--- src/rtl/proc_ctrl.sv ---
// Control-unit sequencer for the simple 9-bit processor.
// Latches an instruction into IR during T0, then walks T1..T3 driving
// register-file enables, ALU strobes and the bus-source select.
module proc_ctrl (
    input  logic       Clock,
    input  logic       Reset,
    input  logic       Run,
    input  logic [8:0] DIN,
    output logic       IRin,
    output logic [0:7] Rin,
    output logic [0:7] Rout,
    output logic       Ain,
    output logic       Gin,
    output logic       Gout,
    output logic       DINout,
    output logic       AddSub,
    output logic       Done
);

    localparam logic [1:0] T0 = 2'd0;
    localparam logic [1:0] T1 = 2'd1;
    localparam logic [1:0] T2 = 2'd2;
    localparam logic [1:0] T3 = 2'd3;

    localparam logic [2:0] OP_MV  = 3'b000;
    localparam logic [2:0] OP_MVI = 3'b001;
    localparam logic [2:0] OP_ADD = 3'b010;
    localparam logic [2:0] OP_SUB = 3'b011;

    logic [1:0] tStep_q, tStep_d;
    logic [8:0] ir_q, ir_d;

    logic [2:0] opcode;
    logic [0:7] decX, decY;

    // One-hot image of a register field; index 0 (leftmost bit) is R0.
    function automatic logic [0:7] dec3to8(input logic [2:0] sel);
        logic [0:7] onehot;
        onehot      = '0;
        onehot[sel] = 1'b1;
        return onehot;
    endfunction

    assign opcode = ir_q[8:6];
    assign decX   = dec3to8(ir_q[5:3]);
    assign decY   = dec3to8(ir_q[2:0]);

    // Control outputs: pure function of the step, IR and Run; held low under reset.
    always_comb begin
        IRin   = 1'b0;
        Rin    = '0;
        Rout   = '0;
        Ain    = 1'b0;
        Gin    = 1'b0;
        Gout   = 1'b0;
        DINout = 1'b0;
        AddSub = 1'b0;
        Done   = 1'b0;
        if (!Reset) begin
            case (tStep_q)
                T0: begin
                    IRin = Run;
                end
                T1: begin
                    case (opcode)
                        OP_MV: begin
                            Rout = decY;
                            Rin  = decX;
                            Done = 1'b1;
                        end
                        OP_MVI: begin
                            DINout = 1'b1;
                            Rin    = decX;
                            Done   = 1'b1;
                        end
                        OP_ADD, OP_SUB: begin
                            Rout = decX;
                            Ain  = 1'b1;
                        end
                        default: begin
                            Done = 1'b1;
                        end
                    endcase
                end
                T2: begin
                    if (opcode == OP_ADD || opcode == OP_SUB) begin
                        Rout   = decY;
                        Gin    = 1'b1;
                        AddSub = (opcode == OP_SUB);
                    end
                end
                T3: begin
                    if (opcode == OP_ADD || opcode == OP_SUB) begin
                        Gout = 1'b1;
                        Rin  = decX;
                        Done = 1'b1;
                    end
                end
                default: ;
            endcase
        end
    end

    // Next step and IR contents: Done returns to T0, otherwise advance; IR loads on IRin.
    always_comb begin
        tStep_d = tStep_q;
        ir_d    = ir_q;
        if (IRin) begin
            ir_d = DIN;
        end
        if (tStep_q == T0) begin
            tStep_d = Run ? T1 : T0;
        end else if (Done || tStep_q == T3) begin
            tStep_d = T0;
        end else begin
            tStep_d = tStep_q + 2'd1;
        end
    end

    // State registers with synchronous reset to T0 and a cleared IR.
    always_ff @(posedge Clock) begin
        if (Reset) begin
            tStep_q <= T0;
            ir_q    <= 9'b0;
        end else begin
            tStep_q <= tStep_d;
            ir_q    <= ir_d;
        end
    end

endmodule

--- config.mk ---
export PLATFORM = sky130hd
export DESIGN_NAME = proc_ctrl
export DESIGN_NICKNAME = d
export VERILOG_FILES = /design/src/rtl/proc_ctrl.sv
export SDC_FILE = /design/constraint.sdc
export NUM_CORES = 1
export LEC_CHECK = 0
export BUFFER_PORTS_ARGS = -buffer_cell sky130_fd_sc_hd__buf_2
export CORE_AREA = 3 3 51 53
export DETAILED_ROUTE_END_ITERATION = 8
export DIE_AREA = 0 0 54 56
export GPL_TIMING_DRIVEN = 0
export PLACE_DENSITY_LB_ADDON = 0.08
export RECOVER_POWER = 25
export SLEW_MARGIN = 5
export SYNTH_ARGS = -nofsm -noshare
export SYNTH_HDL_FRONTEND = slang
export SYNTH_SLANG_ARGS = --single-unit
--- constraint.sdc ---
create_clock -name Clock -period 1.6 [get_ports Clock]
set_input_delay 0.08 -clock Clock [delete_from_list [all_inputs] [get_ports Clock]]
set_output_delay 0.08 -clock Clock [all_outputs]
set_load 0.005 [all_outputs]
==> results of run 1 <==
critical path, stage by stage (launching register included):
cell	delay, ns
dfxtp_4	0.37
inv_4	0.05
ha_4	0.29
nand2b_4	0.06
or3_4	0.33
o32ai_2	0.20
buf_2	0.15
cell type report:
type	instances	area (µm²)	share of cell area (%)
Buffer	3	18.8	1.67
Tap cell	28	35.0	3.12
Clock buffer	4	26.3	2.34
Multi-Input combinational cell	84	597	53.1
Timing Repair Buffer	38	210	18.7
Inverter	2	10.0	0.891
Sequential cell	11	226	20.2
metal layers:
| metal | vias up | track usage [%] |
|---|---|---|
| li1 | 435 | - |
| met1 | 364 | 20.2 |
| met2 | 30 | 21.8 |
| met3 | 5 | 1.88 |
| met4 | 0 | 6.41 |
| met5 | - | 0 |
repair_timing:
| action | in CTS | in global routing |
|---|---|---|
| endpoints found under the setup margin | 17 | 20 |
| resized for setup | 15 | 8 |
| hold buffers | 0 | 0 |
| buffers inserted | 3 | 2 |
| pin swaps | 6 | 11 |
cell usage in the layout, fill, tap and decap left out, types with 2 or more instances in the layout:
master / netlist / routed
nand2b_1: 3 / 3
and3b_1: 2 / 2
ha_1: 5 / 3
o32ai_1: 3 / 2
dfxtp_2: 0 / 2
a21oi_1: 9 / 9
buf_2: 0 / 33
ha_4: 0 / 2
and2_1: 4 / 4
clkbuf_1: 2 / 3
nand3b_1: 3 / 3
nor2_1: 15 / 13
o22ai_1: 4 / 4
nor2_2: 0 / 2
o32ai_2: 1 / 2
nand2_1: 20 / 20
dfxtp_1: 11 / 8
buf_6: 1 / 3
buf_4: 0 / 3
clkbuf_4: 0 / 3
flip-flops by register name (all words and copies together), names as in the netlist:
signal   cells
ir_q         9
tStep_q      2
power by group through the flow:
stage          registers [mW]  clock network (mW)  logic (mW)
3_3_place_gp            0.316                   0       0.112
4_1_cts                 0.313               0.193       0.135
3_5_place_dp            0.317                   0       0.116
6_report                0.316               0.190       0.145
5_1_grt                 0.320               0.203       0.162
2_1_floorplan           0.311                   0      0.0812
metrics by stage:
stage,hold slack (ns),setup WS [ns]
floorplan,0.212,0.123
global placement,0.281,-0.0721
detailed placement,0.289,-0.113
CTS,0.0181,-0.195
global route,0.0223,-0.269
finish,0.0184,-0.206
cells by family (layout without fill, tap and decap cells):
logic type,count (synthesis),count (layout)
AO/OA/AOI/OAI,19,19
adder cells (fa/ha/maj),5,5
buffers and inverters,5,47
flip-flops,11,11
multiplexers,2,2
AND/OR/NAND/NOR,58,58
worst max-delay path by stage:
stage | start | to | slack (ns) | depth (start not counted)
4_1_cts | tStep_q[0]$_SDFF_PP0_ | Rout[0] | -0.20 | 6
3_5_place_dp | tStep_q[1]$_SDFF_PP0_ | Rout[0] | -0.11 | 6
3_3_place_gp | tStep_q[0]$_SDFF_PP0_ | Rout[0] | -0.07 | 6
5_1_grt | tStep_q[0]$_SDFF_PP0_ | Rout[0] | -0.27 | 6
2_1_floorplan | tStep_q[1]$_SDFF_PP0_ | Rout[0] | 0.12 | 5
6_report | tStep_q[0]$_SDFF_PP0_ | Rout[0] | -0.21 | 6
==> metrics.txt, run 1 <==
# TYPE chip_impl_metric gauge
chip_impl_info{name="status",value="complete, but fails checks"} 1
chip_impl_info{name="violations",value="setup timing"} 1
chip_impl_metric{name="worst-endpoint-arrival",unit="ns"} 1.73
chip_impl_metric{name="fin_crit",unit="ns"} 1.81
chip_impl_info{name="startpoint_type",value="register"} 1
chip_impl_metric{name="total_standard_cell_area_after_synthesis",unit="µm²"} 763
chip_impl_metric{name="total_via_count_in_the_routed_design",unit=""} 834
chip_impl_info{name="worstHoldPathType",value="in -> reg"} 1
chip_impl_metric{name="yosys.area_share.adder",unit="%"} 8.20
chip_impl_metric{name="synth-compound-area-share",unit="%"} 16.6
chip_impl_metric{name="antenna_found_initial",unit=""} 0
chip_impl_metric{name="fp.dieArea",unit="mm²"} 0.00302
chip_impl_metric{name="grt_pass1_wl",unit="µm"} 3350
chip_impl_metric{name="placed_area",unit="µm²"} 963
chip_impl_metric{name="max_clock_freq",unit="MHz"} 554
chip_impl_metric{name="synthSimpleGateAreaFrac",unit="%"} 40.2
chip_impl_metric{name="critPathRequiredTime",unit="ns"} 1.52
chip_impl_info{name="hp-start",value="Reset"} 1
chip_impl_info{name="crit-reg2reg-capture",value="ir_q[0]$_SDFFE_PP0P_"} 1
chip_impl_metric{name="syn_area_per_cell",unit="µm²"} 7.63
chip_impl_info{name="grt_setup_unrepaired",value="yes"} 1
chip_impl_metric{name="vdd_ir_drop_max",unit="mV"} 0.425
chip_impl_metric{name="weighted_congestion_reported_at_the_end_of_routability_driven_placement",unit=""} 0.761
chip_impl_info{name="cts_tree",value="yes"} 1
chip_impl_metric{name="cellLeakagePower",unit="nW"} 0.508
chip_impl_metric{name="cts.reportedPaths.clkPinSlew",unit="ns"} 0.07
chip_impl_metric{name="tightest_slew",unit="ns"} 0.441
chip_impl_metric{name="maxSlewViolCount",unit=""} 0
chip_impl_metric{name="drt-met1-wl",unit="µm"} 941
chip_impl_metric{name="maximum_number_of_pins_on_one_net_before_global_route_repair",unit=""} 11
chip_impl_metric{name="ctsLongestPathBuffers",unit=""} 2
chip_impl_metric{name="global_route.overflow_total",unit=""} 0
chip_impl_metric{name="layout.nets",unit=""} 160
chip_impl_metric{name="post-synth-top-area-fraction",unit="%"} 28.9
chip_impl_metric{name="rows",unit=""} 17
chip_impl_metric{name="power.share.sequential",unit="%"} 48.5
chip_impl_metric{name="die_h",unit="µm"} 56
chip_impl_info{name="ys_flop_type",value="dfxtp_1"} 1
chip_impl_metric{name="firstDrtPassIters",unit=""} 4
chip_impl_metric{name="antennaDiodeCount",unit=""} 0
chip_impl_metric{name="synth-warning-count",unit=""} 0
chip_impl_metric{name="final_hold_viol_count",unit=""} 0
chip_impl_metric{name="clk-insertion-delay-late",unit="ns"} 0.27
chip_impl_metric{name="layout-drive-gt1-share",unit="%"} 43.7
chip_impl_info{name="synth_area_leader_cell",value="dfxtp_1"} 1
chip_impl_metric{name="switching_share",unit="%"} 29.5
chip_impl_metric{name="net-switching-power",unit="mW"} 0.192
chip_impl_metric{name="drt_wl_total",unit="µm"} 2040
chip_impl_metric{name="detail_route.vias_per_cell",unit=""} 4.91
chip_impl_info{name="synth_top_cells_by_count",value="nand2_1, nor2_1, dfxtp_1"} 1
chip_impl_metric{name="wl_met3",unit="µm"} 158
chip_impl_metric{name="finalPower",unit="mW"} 0.651
chip_impl_metric{name="ff2ff_path_depth",unit=""} 6
chip_impl_metric{name="yosysUniqueCellTypes",unit=""} 29
chip_impl_metric{name="detail_route.wl_per_cell",unit="µm"} 12.0
chip_impl_info{name="worstSetupPathType",value="reg -> out"} 1
chip_impl_metric{name="p_comb_share",unit="%"} 22.2
chip_impl_metric{name="numClockSinks",unit=""} 11
chip_impl_metric{name="drc",unit=""} 0
chip_impl_metric{name="r2r_setup_slack",unit="ns"} 0.26
chip_impl_metric{name="fin_ws",unit="ns"} -0.206
chip_impl_metric{name="fin_setup_tns",unit="ns"} -1.60
chip_impl_metric{name="layout.cells.non_filler",unit=""} 170
chip_impl_info{name="cp-end-kind",value="output pin"} 1
chip_impl_metric{name="worst_skew",unit="ns"} 0.00216
chip_impl_metric{name="synth_mux_area_share",unit="%"} 2.79
chip_impl_info{name="synth_top_family_by_area",value="simple AND/OR/NAND/NOR gates"} 1
chip_impl_metric{name="detailedPlacementHpwl",unit="µm"} 1580
chip_impl_metric{name="htreeDepth",unit=""} 1
chip_impl_metric{name="met2_wirelength",unit="µm"} 899
chip_impl_metric{name="synth_edf_count",unit=""} 0
chip_impl_metric{name="number_of_buffers_created_by_cts",unit=""} 3
chip_impl_metric{name="ys_ff_latch",unit=""} 11
chip_impl_metric{name="fin_crit_sh",unit="%"} 113
chip_impl_metric{name="final_util",unit="%"} 51.3
chip_impl_metric{name="port_buf_inserts",unit=""} 33
chip_impl_info{name="synth_most_common_cell",value="nand2_1"} 1
chip_impl_metric{name="first_global_vias",unit=""} 744
chip_impl_metric{name="hold_path_depth",unit=""} 2
chip_impl_metric{name="gate_count_after_technology_mapping",unit=""} 100
chip_impl_metric{name="die_w",unit="µm"} 54
chip_impl_metric{name="postRouteAntennaNets",unit=""} 0
chip_impl_metric{name="area_growth",unit="%"} 47.2
chip_impl_metric{name="fp.coreArea",unit="mm²"} 0.00219
chip_impl_metric{name="synth-xor-area-share",unit="%"} 0
chip_impl_metric{name="first_iter_violations",unit=""} 24
chip_impl_metric{name="start_util",unit="%"} 34.8
chip_impl_metric{name="share_of_synthesized_flip_flops_with_an_asynchronous_set_or_reset",unit="%"} 0
chip_impl_info{name="r2r_start",value="tStep_q[1]$_SDFF_PP0_"} 1
chip_impl_metric{name="overall_track_demand_over_capacity_in_global_routing",unit="%"} 14.5
chip_impl_metric{name="power.share.clock",unit="%"} 29.3
chip_impl_info{name="hold-path-endpoint",value="ir_q[2]$_SDFFE_PP0P_"} 1
chip_impl_metric{name="maxCapViolCount",unit=""} 0
chip_impl_metric{name="critical_path.max_fanout",unit=""} 4
chip_impl_metric{name="placedCellCount",unit=""} 161
chip_impl_metric{name="yosysSeqAreaShare",unit="%"} 28.9
chip_impl_metric{name="synth_nets",unit=""} 117
chip_impl_metric{name="pwr_density_cell",unit="mW/mm²"} 579
chip_impl_metric{name="timing.slew.headroom",unit="%"} 70.6
chip_impl_info{name="cts.root.buffer_cell",value="clkbuf_4"} 1
chip_impl_metric{name="n_fill_cell",unit=""} 200
chip_impl_info{name="synth.top_cells.by_area",value="dfxtp_1, nand2_1, ha_1"} 1
chip_impl_metric{name="ioPinCount",unit=""} 35
chip_impl_metric{name="setup_viol",unit=""} 16
chip_impl_info{name="dr.max_layer_used",value="met4"} 1
chip_impl_metric{name="internal-power",unit="mW"} 0.459
chip_impl_metric{name="final_design_area_no_fill",unit="mm²"} 0.00112
Power figures use the tool's default switching activity.
==> run 2, diff against run 1 <==
- CORE_AREA: 3 3 51 53 -> 2 2 50 52
- DIE_AREA: 0 0 54 56 -> 0 0 52 54
==> run 2 against run 1 <==
Compared with the run above: the run still ends with setup timing left; non-clock buffer count grew 4; worst hold slack better by 0.016 ns; final cell count increased by 3.5%; register-to-register slack got worse by 0.02 ns; utilization shrank 0.098 points; global-route usage is 1.9 points higher; maximum frequency is 1.1% higher; clock skew fell by 0.0016 ns; flip-flop and latch count unchanged; sequential share of layout area fell by 1.1 points; critical path depth stayed put; combinational power rose by 6%.
==> metrics.txt, run 2 (synthesized netlist as in run 1, its figures left out) <==
# TYPE chip_impl_metric gauge
chip_impl_info{name="status",value="complete, but fails checks"} 1
chip_impl_info{name="violations",value="setup timing"} 1
chip_impl_metric{name="htreeDepth",unit=""} 1
chip_impl_metric{name="postRouteAntennaNets",unit=""} 0
chip_impl_metric{name="number_of_buffers_created_by_cts",unit=""} 3
chip_impl_metric{name="worst_skew",unit="ns"} 0.000534
chip_impl_metric{name="final_util",unit="%"} 51.2
chip_impl_metric{name="layout.nets",unit=""} 164
chip_impl_metric{name="hold_path_depth",unit=""} 3
chip_impl_metric{name="max_clock_freq",unit="MHz"} 560
chip_impl_metric{name="overall_track_demand_over_capacity_in_global_routing",unit="%"} 16.5
chip_impl_metric{name="die_h",unit="µm"} 54
chip_impl_metric{name="met2_wirelength",unit="µm"} 900
chip_impl_info{name="hold-path-endpoint",value="ir_q[8]$_SDFFE_PP0P_"} 1
chip_impl_metric{name="maxCapViolCount",unit=""} 0
chip_impl_metric{name="p_comb_share",unit="%"} 23.1
chip_impl_info{name="cp_top_family",value="simple AND/OR/NAND/NOR gates"} 1
chip_impl_metric{name="detail_route.vias_per_cell",unit=""} 4.84
chip_impl_metric{name="ff2ff_path_depth",unit=""} 6
chip_impl_info{name="worstHoldPathType",value="in -> reg"} 1
chip_impl_metric{name="slowest_delay",unit="ns"} 0.36
chip_impl_metric{name="antenna_found_initial",unit=""} 0
chip_impl_info{name="final_cell_mix",value="buf_2, nand2_1, nor2_1"} 1
chip_impl_metric{name="numClockSinks",unit=""} 11
chip_impl_metric{name="vdd_ir_drop_max",unit="mV"} 0.345
chip_impl_info{name="layout.cells.most_common",value="buf_2"} 1
chip_impl_metric{name="fin_crit_sh",unit="%"} 112
chip_impl_info{name="startpoint_type",value="register"} 1
chip_impl_metric{name="first_iter_violations",unit=""} 11
chip_impl_metric{name="maximum_number_of_pins_on_one_net_before_global_route_repair",unit=""} 11
chip_impl_metric{name="die_w",unit="µm"} 52
chip_impl_info{name="cp-end-kind",value="output pin"} 1
chip_impl_info{name="grt_setup_unrepaired",value="yes"} 1
chip_impl_metric{name="drt_wl_total",unit="µm"} 2040
chip_impl_metric{name="r2r_setup_slack",unit="ns"} 0.24
chip_impl_metric{name="worst-endpoint-arrival",unit="ns"} 1.71
chip_impl_metric{name="pwr_density_cell",unit="mW/mm²"} 558
chip_impl_metric{name="rows",unit=""} 18
chip_impl_info{name="crit-reg2reg-capture",value="ir_q[3]$_SDFFE_PP0P_"} 1
chip_impl_info{name="worst_path_max_delay_cell",value="dfxtp_4"} 1
chip_impl_metric{name="port_buf_inserts",unit=""} 33
chip_impl_metric{name="firstDrtPassIters",unit=""} 4
chip_impl_metric{name="fin_setup_tns",unit="ns"} -1.17
chip_impl_metric{name="switching_share",unit="%"} 30.0
chip_impl_metric{name="area_growth",unit="%"} 55.6
chip_impl_metric{name="placedCellCount",unit=""} 163
chip_impl_info{name="timing.critical_path.cells",value="inv_2, ha_4, nand2b_4, or3_4, o32ai_2, buf_2"} 1
chip_impl_metric{name="critPathBufInv",unit=""} 2
chip_impl_metric{name="global_route.overflow_total",unit=""} 0
chip_impl_metric{name="drc",unit=""} 0
chip_impl_metric{name="final_hold_viol_count",unit=""} 0
chip_impl_metric{name="timing.slew.headroom",unit="%"} 70.2
chip_impl_info{name="top_register",value="ir_q"} 1
chip_impl_metric{name="detailedPlacementHpwl",unit="µm"} 1520
chip_impl_metric{name="maxSlewViolCount",unit=""} 0
chip_impl_metric{name="detail_route.wl_per_cell",unit="µm"} 11.6
chip_impl_metric{name="fin_ws",unit="ns"} -0.187
chip_impl_metric{name="antennaDiodeCount",unit=""} 0
chip_impl_metric{name="power.share.clock",unit="%"} 29.4
chip_impl_metric{name="net-switching-power",unit="mW"} 0.199
chip_impl_metric{name="setup_viol",unit=""} 12
chip_impl_info{name="r2r_start",value="tStep_q[0]$_SDFF_PP0_"} 1
chip_impl_metric{name="fp.dieArea",unit="mm²"} 0.00281
chip_impl_info{name="reg.largest.list",value="ir_q x9, tStep_q x2"} 1
chip_impl_metric{name="total_via_count_in_the_routed_design",unit=""} 851
chip_impl_metric{name="placed_area",unit="µm²"} 966
chip_impl_metric{name="ioPinCount",unit=""} 35
chip_impl_metric{name="clk-insertion-delay-late",unit="ns"} 0.27
chip_impl_info{name="cts_tree",value="yes"} 1
chip_impl_metric{name="weighted_congestion_reported_at_the_end_of_routability_driven_placement",unit=""} 0.723
chip_impl_metric{name="internal-power",unit="mW"} 0.464
chip_impl_metric{name="critical_path.max_fanout",unit=""} 3
chip_impl_metric{name="tightest_slew",unit="ns"} 0.446
chip_impl_metric{name="critPathRequiredTime",unit="ns"} 1.52
chip_impl_info{name="worstSetupPathType",value="reg -> out"} 1
chip_impl_metric{name="power.share.sequential",unit="%"} 47.5
chip_impl_metric{name="start_util",unit="%"} 32.9
chip_impl_metric{name="layout.cells.non_filler",unit=""} 176
chip_impl_metric{name="layout-drive-gt1-share",unit="%"} 45.9
chip_impl_metric{name="cellLeakagePower",unit="nW"} 0.527
chip_impl_metric{name="drt-met1-wl",unit="µm"} 988
chip_impl_metric{name="grt_pass1_wl",unit="µm"} 3350
chip_impl_metric{name="largest_register_ffs",unit=""} 9
chip_impl_metric{name="fin_crit",unit="ns"} 1.79
chip_impl_metric{name="place_worst_setup_slack",unit="ns"} -0.0856
chip_impl_metric{name="fp.coreArea",unit="mm²"} 0.00232
chip_impl_info{name="cts.root.buffer_cell",value="clkbuf_4"} 1
chip_impl_metric{name="final_design_area_no_fill",unit="mm²"} 0.00119
chip_impl_metric{name="ctsLongestPathBuffers",unit=""} 2
chip_impl_metric{name="wl_met3",unit="µm"} 121
chip_impl_metric{name="first_global_vias",unit=""} 754
chip_impl_info{name="hp-start",value="DIN[8]"} 1
chip_impl_metric{name="cts.reportedPaths.clkPinSlew",unit="ns"} 0.07
chip_impl_info{name="dr.max_layer_used",value="met4"} 1
-- run 2: cell type report --
| type | count | area [µm²] |
|---|---|---|
| clock buffers | 4 | 26.3 |
| inverters | 2 | 7.51 |
| well taps | 30 | 37.5 |
| repair buffers | 42 | 241 |
| flip-flops and latches | 11 | 226 |
| fillers | 242 | 1130 |
| plain buffers | 3 | 18.8 |
| multi-input cells | 84 | 629 |
-- run 2: worst max path at each step --
stage / start / endpoint / slack [ns] / cells after the start
3_5_place_dp: tStep_q[1]$_SDFF_PP0_ / Rout[6] / -0.09 / 6
4_1_cts: tStep_q[0]$_SDFF_PP0_ / Rout[0] / -0.18 / 6
6_report: tStep_q[0]$_SDFF_PP0_ / Rout[0] / -0.19 / 6
3_3_place_gp: tStep_q[1]$_SDFF_PP0_ / Rout[0] / -0.07 / 6
5_1_grt: tStep_q[0]$_SDFF_PP0_ / Rout[0] / -0.28 / 6
2_1_floorplan: tStep_q[1]$_SDFF_PP0_ / Rout[0] / 0.12 / 5
-- run 2: routing by layer --
| metal | GRT usage [%] | up-vias |
|---|---|---|
| li1 | - | 444 |
| met1 | 20.7 | 377 |
| met2 | 25.9 | 27 |
| met3 | 3.61 | 3 |
| met4 | 9.21 | 0 |
| met5 | 0 | - |
-- run 2: through the flow --
step | hold WS (ns) | total power [mW]
6_report | 0.0341 | 0.663
5_1_grt | 0.0250 | 0.709
4_1_cts | 0.00613 | 0.645
3_5_place_dp | 0.280 | 0.431
3_3_place_gp | 0.279 | 0.429
2_1_floorplan | 0.212 | 0.392
-- run 2: worst min-delay path, cell delays in order --
cell and delay [ns]:
buf_2 0.09, nand2_1 0.04, a21oi_1 0.05
-- run 2: repair_timing --
item / in CTS / in global routing
resized for setup: 16 / 10
endpoints found under the setup margin: 17 / 20
endpoints found under the hold margin: 0 / 1
cloned: 0 / 0
pin swaps: 4 / 9
hold buffers: 0 / 2
buffers inserted: 4 / 3
-- run 2: power by group through the flow --
| stage | clock [mW] | sequential, mW | combinational [mW] |
|---|---|---|---|
| 6_report | 0.195 | 0.315 | 0.153 |
| 4_1_cts | 0.195 | 0.313 | 0.137 |
| 2_1_floorplan | 0 | 0.311 | 0.0812 |
| 5_1_grt | 0.218 | 0.319 | 0.172 |
| 3_5_place_dp | 0 | 0.316 | 0.115 |
| 3_3_place_gp | 0 | 0.316 | 0.113 |
==> run 3, diff against run 2 <==
- SKIP_LAST_GASP: default -> 1
==> run 3 against run 2 <==
Compared with the run above: sequential share of layout area is the same; non-clock buffer count unchanged; global-route usage stayed put; design area unchanged; clock power about the same; worst hold slack hardly changed; the flow still finishes with violations (setup timing); first-iteration DRC count up 18%; worst setup slack hardly changed; register-to-register slack is essentially flat; highest routed layer unchanged.
==> metrics.txt, run 3 (synthesized netlist as in run 1, its figures left out) <==
# TYPE chip_impl_metric gauge
chip_impl_metric{name="fin_ws",unit="ns"} -0.187
chip_impl_metric{name="area_growth",unit="%"} 55.6
chip_impl_metric{name="maxCapViolCount",unit=""} 0
chip_impl_info{name="cts_tree",value="yes"} 1
chip_impl_metric{name="global_route.overflow_total",unit=""} 0
chip_impl_metric{name="max_clock_freq",unit="MHz"} 560
chip_impl_metric{name="cts.reportedPaths.clkPinSlew",unit="ns"} 0.07
chip_impl_metric{name="n_fill_cell",unit=""} 242
chip_impl_metric{name="number_of_buffers_created_by_cts",unit=""} 3
chip_impl_info{name="status",value="complete, but fails checks"} 1
chip_impl_metric{name="tightest_slew",unit="ns"} 0.447
chip_impl_metric{name="fin_crit_sh",unit="%"} 112
chip_impl_metric{name="power.share.sequential",unit="%"} 47.5
chip_impl_metric{name="switching_share",unit="%"} 30.0
chip_impl_info{name="cts.root.buffer_cell",value="clkbuf_4"} 1
chip_impl_metric{name="pwr_density_cell",unit="mW/mm²"} 558
chip_impl_metric{name="layout.nets",unit=""} 164
chip_impl_metric{name="vdd_ir_drop_max",unit="mV"} 0.346
chip_impl_metric{name="layout-drive-gt1-share",unit="%"} 45.9
chip_impl_metric{name="postRouteAntennaNets",unit=""} 0
chip_impl_metric{name="die_w",unit="µm"} 52
chip_impl_info{name="violations",value="setup timing"} 1
chip_impl_info{name="grt_setup_unrepaired",value="yes"} 1
chip_impl_metric{name="layout.cells.non_filler",unit=""} 176
chip_impl_metric{name="weighted_congestion_reported_at_the_end_of_routability_driven_placement",unit=""} 0.723
chip_impl_metric{name="port_buf_inserts",unit=""} 33
chip_impl_metric{name="antennaDiodeCount",unit=""} 0
chip_impl_metric{name="net-switching-power",unit="mW"} 0.199
chip_impl_info{name="top_register",value="ir_q"} 1
chip_impl_metric{name="fin_crit",unit="ns"} 1.79
chip_impl_metric{name="maximum_number_of_pins_on_one_net_before_global_route_repair",unit=""} 11
chip_impl_metric{name="maxSlewViolCount",unit=""} 0
chip_impl_metric{name="fp.coreArea",unit="mm²"} 0.00232
chip_impl_info{name="layout.cells.most_common",value="buf_2"} 1
chip_impl_metric{name="internal-power",unit="mW"} 0.464
chip_impl_metric{name="fp.dieArea",unit="mm²"} 0.00281
chip_impl_metric{name="total_via_count_in_the_routed_design",unit=""} 854
chip_impl_metric{name="final_hold_viol_count",unit=""} 0
chip_impl_metric{name="drc",unit=""} 0
chip_impl_metric{name="drt_wl_total",unit="µm"} 2040
chip_impl_metric{name="setup_viol",unit=""} 12
chip_impl_metric{name="final_design_area_no_fill",unit="mm²"} 0.00119
chip_impl_metric{name="antenna_found_initial",unit=""} 0
chip_impl_metric{name="grt_pass1_wl",unit="µm"} 3350
chip_impl_metric{name="critPathRequiredTime",unit="ns"} 1.52
chip_impl_info{name="reg.largest.list",value="ir_q x9, tStep_q x2"} 1
chip_impl_info{name="worstSetupPathType",value="reg -> out"} 1
chip_impl_metric{name="worst_hold_slack",unit="ns"} 0.0341
chip_impl_metric{name="worst-endpoint-arrival",unit="ns"} 1.71
chip_impl_metric{name="numClockSinks",unit=""} 11
chip_impl_metric{name="start_util",unit="%"} 32.9
chip_impl_metric{name="fin_setup_tns",unit="ns"} -1.22
chip_impl_metric{name="placed_area",unit="µm²"} 966
chip_impl_metric{name="firstDrtPassIters",unit=""} 4
chip_impl_metric{name="detailedPlacementHpwl",unit="µm"} 1520
chip_impl_metric{name="power.share.clock",unit="%"} 29.4
chip_impl_metric{name="critical_path.max_fanout",unit=""} 3
chip_impl_info{name="worstHoldPathType",value="in -> reg"} 1
chip_impl_metric{name="worst_skew",unit="ns"} 0.000717
chip_impl_metric{name="ioPinCount",unit=""} 35
chip_impl_metric{name="htreeDepth",unit=""} 1
chip_impl_metric{name="timing.slew.headroom",unit="%"} 70.2
chip_impl_metric{name="detail_route.wl_per_cell",unit="µm"} 11.6
chip_impl_metric{name="p_comb_share",unit="%"} 23.1
chip_impl_metric{name="detail_route.vias_per_cell",unit=""} 4.85
chip_impl_metric{name="overall_track_demand_over_capacity_in_global_routing",unit="%"} 16.5
chip_impl_metric{name="placedCellCount",unit=""} 163
chip_impl_info{name="final_cell_mix",value="buf_2, nand2_1, nor2_1"} 1
chip_impl_metric{name="ctsLongestPathBuffers",unit=""} 2
chip_impl_metric{name="first_iter_violations",unit=""} 13
chip_impl_metric{name="clk-insertion-delay-late",unit="ns"} 0.27
chip_impl_metric{name="first_global_vias",unit=""} 754
chip_impl_metric{name="rows",unit=""} 18
chip_impl_metric{name="finalPower",unit="mW"} 0.663
chip_impl_metric{name="largest_register_ffs",unit=""} 9
chip_impl_info{name="cp-end-kind",value="output pin"} 1
chip_impl_info{name="startpoint_type",value="register"} 1
chip_impl_metric{name="cellLeakagePower",unit="nW"} 0.527
chip_impl_metric{name="die_h",unit="µm"} 54
[run 3: cell type report]
class	instances	area (µm²)	share of cell area, %
multi-input cells	84	629	53.0
repair buffers	42	241	20.3
flip-flops and latches	11	226	19.1
well taps	30	37.5	3.16
clock buffers	4	26.3	2.21
plain buffers	3	18.8	1.58
inverters	2	7.51	0.632
[run 3: repair_timing]
| item | 4_1_cts | 5_1_grt |
|---|---|---|
| endpoints found under the setup margin | 17 | 20 |
| hold buffers | 0 | 2 |
| resized for setup | 16 | 10 |
| endpoints found under the hold margin | 0 | 1 |
| setup buffers | 4 | 3 |
| pin swaps | 4 | 8 |
[run 3: routing by layer]
metal | up-vias | track usage (%) | wire length (µm)
met1 | 380 | 20.7 | 986
met4 | 0 | 9.21 | 30
met3 | 3 | 3.61 | 121
li1 | 444 | - | -
met5 | - | 0 | 0
met2 | 27 | 25.9 | 903
[run 3: worst max-delay path: stages, from the launching register on]
cell,delay (ns)
dfxtp_4,0.36
inv_2,0.06
ha_4,0.28
nand2b_4,0.05
or3_4,0.33
o32ai_2,0.20
buf_2,0.15
[run 3: power groups by stage]
stage                     clock network [mW]  logic [mW]  registers (mW)
after floorplan                            0      0.0812           0.311
after global placement                     0       0.113           0.316
after detailed placement                   0       0.115           0.316
after CTS                              0.195       0.137           0.313
after global routing                   0.218       0.172           0.319
final                                  0.195       0.153           0.315
[run 3: worst paths after layout]
path | from | end | slack [ns] | cells after the start
worst max-delay path | tStep_q[0]$_SDFF_PP0_ | Rout[0] | -0.19 | 6
worst min-delay path | DIN[8] | ir_q[8]$_SDFFE_PP0P_ | 0.03 | 3
worst max register to register | tStep_q[0]$_SDFF_PP0_ | ir_q[3]$_SDFFE_PP0P_ | 0.24 | 6
worst min register to register | ir_q[4]$_SDFFE_PP0P_ | ir_q[4]$_SDFFE_PP0P_ | 0.49 | 2
[run 3: through the flow]
stage | utilization (%) | setup WS, ns
global placement | 41.6 | -0.0746
detailed placement | 41.6 | -0.0856
CTS | 47.1 | -0.181
finish | 51.2 | -0.187
floorplan | - | 0.123
global route | 51.2 | -0.281
